### src/rtl/regfile_pkg.sv
// Shared register-file constants for the operand-fetch stage and its scoreboard.
package regfile_pkg;

  localparam int unsigned DEF_WIDTH   = 32;
  localparam int unsigned DEF_REGBITS = 5;
  localparam int unsigned NUM_REGS    = 1 << DEF_REGBITS;
  // r0 reads as zero and is never tracked as busy.
  localparam int unsigned REG_ZERO    = 0;

  // Register count for an arbitrary address width.
  function automatic int unsigned num_regs(input int unsigned bits);
    return 1 << bits;
  endfunction

endpackage

### src/rtl/reg_scoreboard.sv
// Pending-write scoreboard: one busy bit per register, with two hazard queries
// that already account for a writeback landing in the current cycle.
module reg_scoreboard
  import regfile_pkg::*;
#(
  parameter int unsigned REGBITS = DEF_REGBITS
) (
  input  logic               clk,
  input  logic               reset,
  input  logic               flush,
  input  logic               set_en,
  input  logic [REGBITS-1:0] set_addr,
  input  logic               clr_en,
  input  logic [REGBITS-1:0] clr_addr,
  input  logic [REGBITS-1:0] q1_addr,
  input  logic [REGBITS-1:0] q2_addr,
  output logic               q1_hazard,
  output logic               q2_hazard
);

  localparam int unsigned N = num_regs(REGBITS);
  localparam logic [REGBITS-1:0] Zero = REGBITS'(REG_ZERO);

  logic [N-1:0] busy_q, busy_d;

  // Next busy vector: clear from writeback first, then set from issue so set wins.
  always_comb begin
    busy_d = busy_q;
    if (flush) begin
      busy_d = '0;
    end else begin
      if (clr_en) busy_d[clr_addr] = 1'b0;
      if (set_en && (set_addr != Zero)) busy_d[set_addr] = 1'b1;
    end
    busy_d[REG_ZERO] = 1'b0;
  end

  // Busy vector register.
  always_ff @(posedge clk or posedge reset) begin
    if (reset) busy_q <= '0;
    else       busy_q <= busy_d;
  end

  // A writeback to the queried register this cycle resolves the hazard via bypass.
  assign q1_hazard = (q1_addr != Zero) && busy_q[q1_addr] && !(clr_en && (clr_addr == q1_addr));
  assign q2_hazard = (q2_addr != Zero) && busy_q[q2_addr] && !(clr_en && (clr_addr == q2_addr));

endmodule

### src/rtl/regread_stage.sv
// Operand-fetch stage: regfile read, writeback bypass, hazard stall and a
// single registered output entry toward execute.
module regread_stage
  import regfile_pkg::*;
#(
  parameter int unsigned WIDTH   = DEF_WIDTH,
  parameter int unsigned REGBITS = DEF_REGBITS
) (
  input  logic               clk,
  input  logic               reset,
  input  logic               flush,
  input  logic               in_valid,
  output logic               in_ready,
  input  logic [REGBITS-1:0] in_rs,
  input  logic [REGBITS-1:0] in_rt,
  input  logic [REGBITS-1:0] in_rd,
  input  logic               in_wen,
  output logic [REGBITS-1:0] ra1,
  output logic [REGBITS-1:0] ra2,
  input  logic [WIDTH-1:0]   rd1,
  input  logic [WIDTH-1:0]   rd2,
  input  logic               wb_en,
  input  logic [REGBITS-1:0] wb_addr,
  input  logic [WIDTH-1:0]   wb_data,
  output logic               out_valid,
  input  logic               out_ready,
  output logic [WIDTH-1:0]   out_a,
  output logic [WIDTH-1:0]   out_b,
  output logic [REGBITS-1:0] out_rd,
  output logic               out_wen
);

  localparam logic [REGBITS-1:0] Zero = REGBITS'(REG_ZERO);

  logic               haz_rs, haz_rt;
  logic               accept;
  logic [WIDTH-1:0]   op_a, op_b;

  logic               out_valid_q;
  logic [WIDTH-1:0]   out_a_q, out_b_q;
  logic [REGBITS-1:0] out_rd_q;
  logic               out_wen_q;

  assign ra1 = in_rs;
  assign ra2 = in_rt;

  reg_scoreboard #(
    .REGBITS (REGBITS)
  ) u_sb (
    .clk       (clk),
    .reset     (reset),
    .flush     (flush),
    .set_en    (accept && in_wen),
    .set_addr  (in_rd),
    .clr_en    (wb_en),
    .clr_addr  (wb_addr),
    .q1_addr   (in_rs),
    .q2_addr   (in_rt),
    .q1_hazard (haz_rs),
    .q2_hazard (haz_rt)
  );

  assign in_ready = !flush && (!out_valid_q || out_ready) && !haz_rs && !haz_rt;
  assign accept   = in_valid && in_ready;

  // Operand select: r0 is zero, a same-cycle writeback overrides the stale regfile data.
  always_comb begin
    op_a = rd1;
    op_b = rd2;
    if (in_rs == Zero)                       op_a = '0;
    else if (wb_en && (wb_addr == in_rs))    op_a = wb_data;
    if (in_rt == Zero)                       op_b = '0;
    else if (wb_en && (wb_addr == in_rt))    op_b = wb_data;
  end

  // Output entry: load on accept, drop on consume or flush, otherwise hold.
  always_ff @(posedge clk or posedge reset) begin
    if (reset) begin
      out_valid_q <= 1'b0;
      out_a_q     <= '0;
      out_b_q     <= '0;
      out_rd_q    <= '0;
      out_wen_q   <= 1'b0;
    end else if (accept) begin
      out_valid_q <= 1'b1;
      out_a_q     <= op_a;
      out_b_q     <= op_b;
      out_rd_q    <= in_rd;
      out_wen_q   <= in_wen;
    end else if (flush || out_ready) begin
      out_valid_q <= 1'b0;
    end
  end

  assign out_valid = out_valid_q;
  assign out_a     = out_a_q;
  assign out_b     = out_b_q;
  assign out_rd    = out_rd_q;
  assign out_wen   = out_wen_q;

endmodule

### config.mk
export PLATFORM = sky130hd
export DESIGN_NAME = regread_stage
export DESIGN_NICKNAME = d
export VERILOG_FILES = /design/src/rtl/regfile_pkg.sv /design/src/rtl/reg_scoreboard.sv /design/src/rtl/regread_stage.sv
export SDC_FILE = /design/constraint.sdc
export NUM_CORES = 1
export LEC_CHECK = 0
export CORE_ASPECT_RATIO = 1.1
export CORE_MARGIN = 5
export CORE_UTILIZATION = 28
export CTS_CLUSTER_SIZE = 25
export DETAILED_ROUTE_END_ITERATION = 10
export SKIP_CTS_REPAIR_TIMING = 1
export SLEW_MARGIN = 20
export SYNTH_ARGS = -nofsm -noshare
export SYNTH_HDL_FRONTEND = slang
export SYNTH_SLANG_ARGS = --single-unit
### constraint.sdc
create_clock -name clk -period 4.76 [get_ports clk]
set_input_delay 1.19 -clock clk [delete_from_list [all_inputs] [get_ports clk]]
set_output_delay 1.19 -clock clk [all_outputs]
set_load 0.05 [all_outputs]
# Word-level counts from Yosys, hierarchy flattened
# Cells that the tools add are included.
[word_totals]
input_bits = 123
output_inout_bits = 82
word_cells = 63
reg_bits = 102
[op_classes]
n_reduce_logical = 28
n_bitwise = 3
eq_ne = 2
order_cmp = 6
muxes = 18
[ops]
columns = ["op", "n"]
rows = [
  ["32-bit two-way mux", 8],
  ["32-bit bitwise AND", 1],
  ["32-bit NOT", 1],
  ["32-bit OR", 1],
  ["5-bit by 6-bit < comparator with 1-bit output (second input constant)", 4],
  ["5-bit nonzero test", 3],
  ["1-bit logical AND", 14],
  ["1-bit binary-select mux with 5-bit select", 2],
  ["1-bit demux with 5-bit select", 2],
  ["5-bit == test", 2],
  ["5-bit by 1-bit greater-or-equal comparator with 1-bit output (second input constant)", 2],
  ["5-bit zero test", 2],
  ["1-bit zero test", 6],
  ["1-bit two-way mux", 6],
  ["1-bit logical OR", 2],
  ["2-bit nonzero test", 1],
]

# Logic depth before layout (Yosys ltp)
[depth]
depth_word = 12
ltp_mapped = 9
mapped_depth_nobuf = 6

# Modules after synthesis
# From an unflattened synthesis, not the netlist that was laid out.
[unflattened]
cells_unflattened = 555
area_unflattened_um2 = 5926.9
[by_module_without_submodules]
columns = ["module", "area_per_inst_um2", "n_inst", "seq_area_each_um2", "cells_each"]
rows = [
  ["regread_stage", 3789.9, 1, 1776.7, 324],
  ["reg_scoreboard", 2137.0, 1, 775.7, 231],
]

# Least setup slack after synthesis
# No wires, ideal clock.
[synth_path]
kind = "input port to output port"
start = "in in_rs[0]"
end = "out in_ready"
cell_stages = 8
required_ns = 3.570
slack_ns = 0.530
t_arrival_ns = 3.040
n_path_buf = 2
path_cell_list = "buf_6 > mux2_2 > o311ai_0 > nor3_1 > nor4_2 > o22ai_1 > buf_2 > inv_1"
[synth_via]
elab_chain_len = 7
word_cells_on_any_way = 11
cone_classes = "eq/ne: 1; mux: 2; reduce/logical: 8"
[synth_rtl]
columns = ["item", "line_no", "source"]
rows = [
  ["start: declaration", "regread_stage.sv:14", "input logic [REGBITS-1:0] in_rs,"],
  ["1-bit binary-select mux with 5-bit select or 5-bit == test (tied branches)", "reg_scoreboard.sv:45", "assign q1_hazard = (q1_addr != Zero) && busy_q[q1_addr] && !(clr_en && (clr_addr == q1_addr));"],
  ["1-bit two-way mux (implied by the code) or 1-bit logical AND (tied branches)", "reg_scoreboard.sv:45", ""],
  ["1-bit logical AND or 1-bit zero test (tied branches)", "reg_scoreboard.sv:45", ""],
  ["1-bit logical AND (*)", "reg_scoreboard.sv:45", ""],
  ["1-bit zero test (*)", "regread_stage.sv:63", "assign in_ready = !flush && (!out_valid_q || out_ready) && !haz_rs && !haz_rt;"],
  ["1-bit logical AND (*) (2 in series)", "regread_stage.sv:63", ""],
  ["end: declaration", "regread_stage.sv:13", "output logic in_ready,"],
]
# Mark *: on every way between the ends. The rest lies on a longest branch, timed or not. The select of a mux whose other input is x is not followed.

# Final worst setup path
# Same ends and word-level chain as after synthesis.

==> impl_metrics.json <==
{
  "fin_cells": 978,
  "hold_viol": 0,
  "antenna_found_initial": 0,
  "critPathKind": "in -> out",
  "fmax_ghz": 0.215,
  "cts_max_level": 3,
  "endpoint_kind": "primary output",
  "synth_edf_count": 0,
  "grt_pass1_vias": 5328,
  "dieWidth_um": 149,
  "placed_area_sq_um": 8310,
  "finalClockSkew_ps": 8.89,
  "num_rows": 56,
  "worst-endpoint-required_ps": 3570,
  "grt_max_degree": 72,
  "netlist_instances": 499,
  "wl_met3_mm": 1.52,
  "p_sw_share_pct": 42.0,
  "critPathLaunchType": "primary input",
  "path_clk_slew_ps": 80,
  "rsz0062_at_grt": "no",
  "n_antenna_cell": 0,
  "p_int_mw": 2.26,
  "routedWlPerCell_um": 20.3,
  "ys_seq_area_share_pct": 42.7,
  "ant_nets": 0,
  "topRoutingLayerUsed": "met4",
  "clk_latency_ps": 350,
  "hpwlAfterDp_mm": 14.7,
  "fin_ws_ps": 118,
  "die_h_um": 163,
  "ir_drop_uv": 238,
  "synth.cell_area_sq_um": 5980,
  "grt_first_pass_wirelength_mm": 30.5,
  "dr.pass1.iters": 4,
  "final_core_util_pct": 40.6,
  "synth.distinct_cells": 44,
  "holdWs_ps": 512,
  "drt-initial-drc-count": 245,
  "crit_start": "in_rs[0]",
  "fin_tns_setup_ps": 0,
  "synthToLayoutAreaGrowth_pct": 43.7,
  "regToRegStartpoint": "u_sb.busy_q[7]",
  "maxSlewHeadroom_pct": 30.7,
  "cts_buffers": 9,
  "fin_crit_sh_pct": 97.5,
  "ys_warn_count": 0,
  "slew_viol_final": 0,
  "wl_met2_mm": 9.53,
  "fp.dieArea_sq_um": 24400,
  "status": "finished clean",
  "final_nets": 807,
  "dpl_worst_slack_ps": 110,
  "finalSetupViolations": 0,
  "start_util_pct": 28.3,
  "routed_wl_mm": 19.9,
  "period_needed_ps": 4640,
  "grtUsageTotal_pct": 15.9,
  "grt_remaining_overflow": 0,
  "power_density_nw_per_um2": 454,
  "p_leak_nw": 3.63,
  "cap_violations": 0,
  "synth-async-reset-ratio_pct": 100,
  "clockPowerShare_pct": 18.3,
  "combPwrFrac_pct": 50.5,
  "min_path_type": "reg -> reg",
  "cts.sinks": 102,
  "coreArea_sq_um": 21200,
  "drt-vias-per-instance": 5.11,
  "seqPwrFrac_pct": 31.1,
  "synth_flop_cell": "dfrtp_1",
  "finalPower_mw": 3.90,
  "place.gp.congestion": 0.930,
  "drive_gt1_share_pct": 19.6,
  "clockBufferDepth": 2,
  "hp-start": "out_b[31]",
  "final_cell_area_sq_um": 8590,
  "wl_met1_mm": 8.30,
  "crit_fanout": 17,
  "io-pin-count": 205,
  "cts_root_buf": "clkbuf_16",
  "dp.cells": 963,
  "drc_errors": 0,
  "cts_tree": "built",
  "port_buffers": 204,
  "power.switching_mw": 1.64,
  "worst_pin_slew_ps": 1040,
  "critPathArrivalTime_ps": 3450,
  "vias": 4998,
  "synth_fp_nets": 622,
  "avgSynthCellArea_sq_um": 12.0,
  "synth-seq-cells": 102
}
[metal layers]
metal  track usage, %  vias up
li1                 -     2283
met2             25.8      223
met5                0        -
met3             3.94       44
met4             6.24        0
met1             20.5     2448
[synth_stat cells, drive strengths merged, types with 8 or more instances]
library cell | n | area share, %
mux2 | 78 | 19
nand2 | 26 | 1.6
nor2 | 8 | 0.50
a22o | 66 | 9.7
buf | 32 | 4.1
o211ai | 17 | 2.1
dfrtp | 102 | 43
mux2i | 14 | 2.3
nand3 | 23 | 1.9
o31ai | 31 | 3.9
xor2 | 8 | 1.2
clkbuf | 21 | 1.3
[flip-flops by register name, indices dropped and copies added (netlist names)]
signal and flops:
out_a 32, out_b 32, out_rd 5, out_valid 1, out_wen 1, u_sb.busy_q 31
[cells in the final DEF, fill, tap and decap left out, types with 2 or more instances in the layout]
cell type        synthesis  layout
clkbuf_16                0       9
a22o_1                  66      66
nand2_1                 26      26
nand3_1                 23      23
nand3b_1                 3       3
mux2_4                  70      70
nor4_1                   5       5
dfrtp_1                102     102
o211ai_1                17      17
a21oi_1                  2       2
clkinvlp_4               0       2
a31oi_4                  0       2
inv_8                    0       2
inv_1                    4       3
nor2b_1                  6       6
o2111ai_1                2       2
clkdlybuf4s50_1          0     203
mux2_2                   8       8
buf_12                   0       3
buf_4                   13      21
nor2_1                   8       6
mux2i_1                 14      14
nor3b_1                  5       5
or2_2                    5       5
a311o_1                  2       2
o31ai_1                 31      31
mux4_2                   4       4
o22ai_1                  4       3
nor2_2                   0       2
nor3_1                   5       5
o311ai_0                 2       2
xnor2_1                  2       2
nand2b_1                 6       6
xor2_1                   8       8
and3_1                   3       3
[critical path, stage by stage]
cell and delay [ps]:
clkdlybuf4s50_1 510, buf_12 170, mux2_2 350, o311ai_0 290
nor3_1 90, nor4_2 380, o22ai_2 180, inv_1 130
buf_12 140
[layout make-up]
class	instances	area, sq um
clock buffers	9	225
repair buffers	227	2250
multi-input cells	339	3130
well taps	290	363
inverters	5	21.3
clock inverters	6	55.1
flip-flops and latches	102	2550
fillers	1992	12600
[power groups by stage]
stage / logic (mW) / clock network [mW] / registers [mW]
floorplan: 0.518 / 0 / 1.98
global placement: 1.97 / 0 / 1.22
detailed placement: 1.98 / 0 / 1.22
CTS: 1.99 / 0.744 / 1.21
global route: 2.04 / 0.775 / 1.24
finish: 1.97 / 0.715 / 1.21
[final timing paths]
path / to / slack [ps] / cells past startpoint
max: in_ready / 120 / 9
min: out_b[31] / 510 / 1
max reg2reg: out_rd[1] / 2080 / 8
min reg2reg: out_b[31] / 510 / 1
max in group asynchronous: out_a[22] / 2380 / 3
min in group asynchronous: out_b[12] / 1370 / 2
[logic make-up (layout without fill, tap and decap cells)]
logic type	Yosys count	count (layout)	synth area share (%)
buffers and inverters	58	247	5.75
XOR/XNOR	10	10	1.46
multiplexers	96	96	22.9
flip-flops	102	102	42.7
AND/OR/NAND/NOR	100	100	8.83
AO/OA/AOI/OAI	133	133	18.3
(Power assumes the default switching activity.)
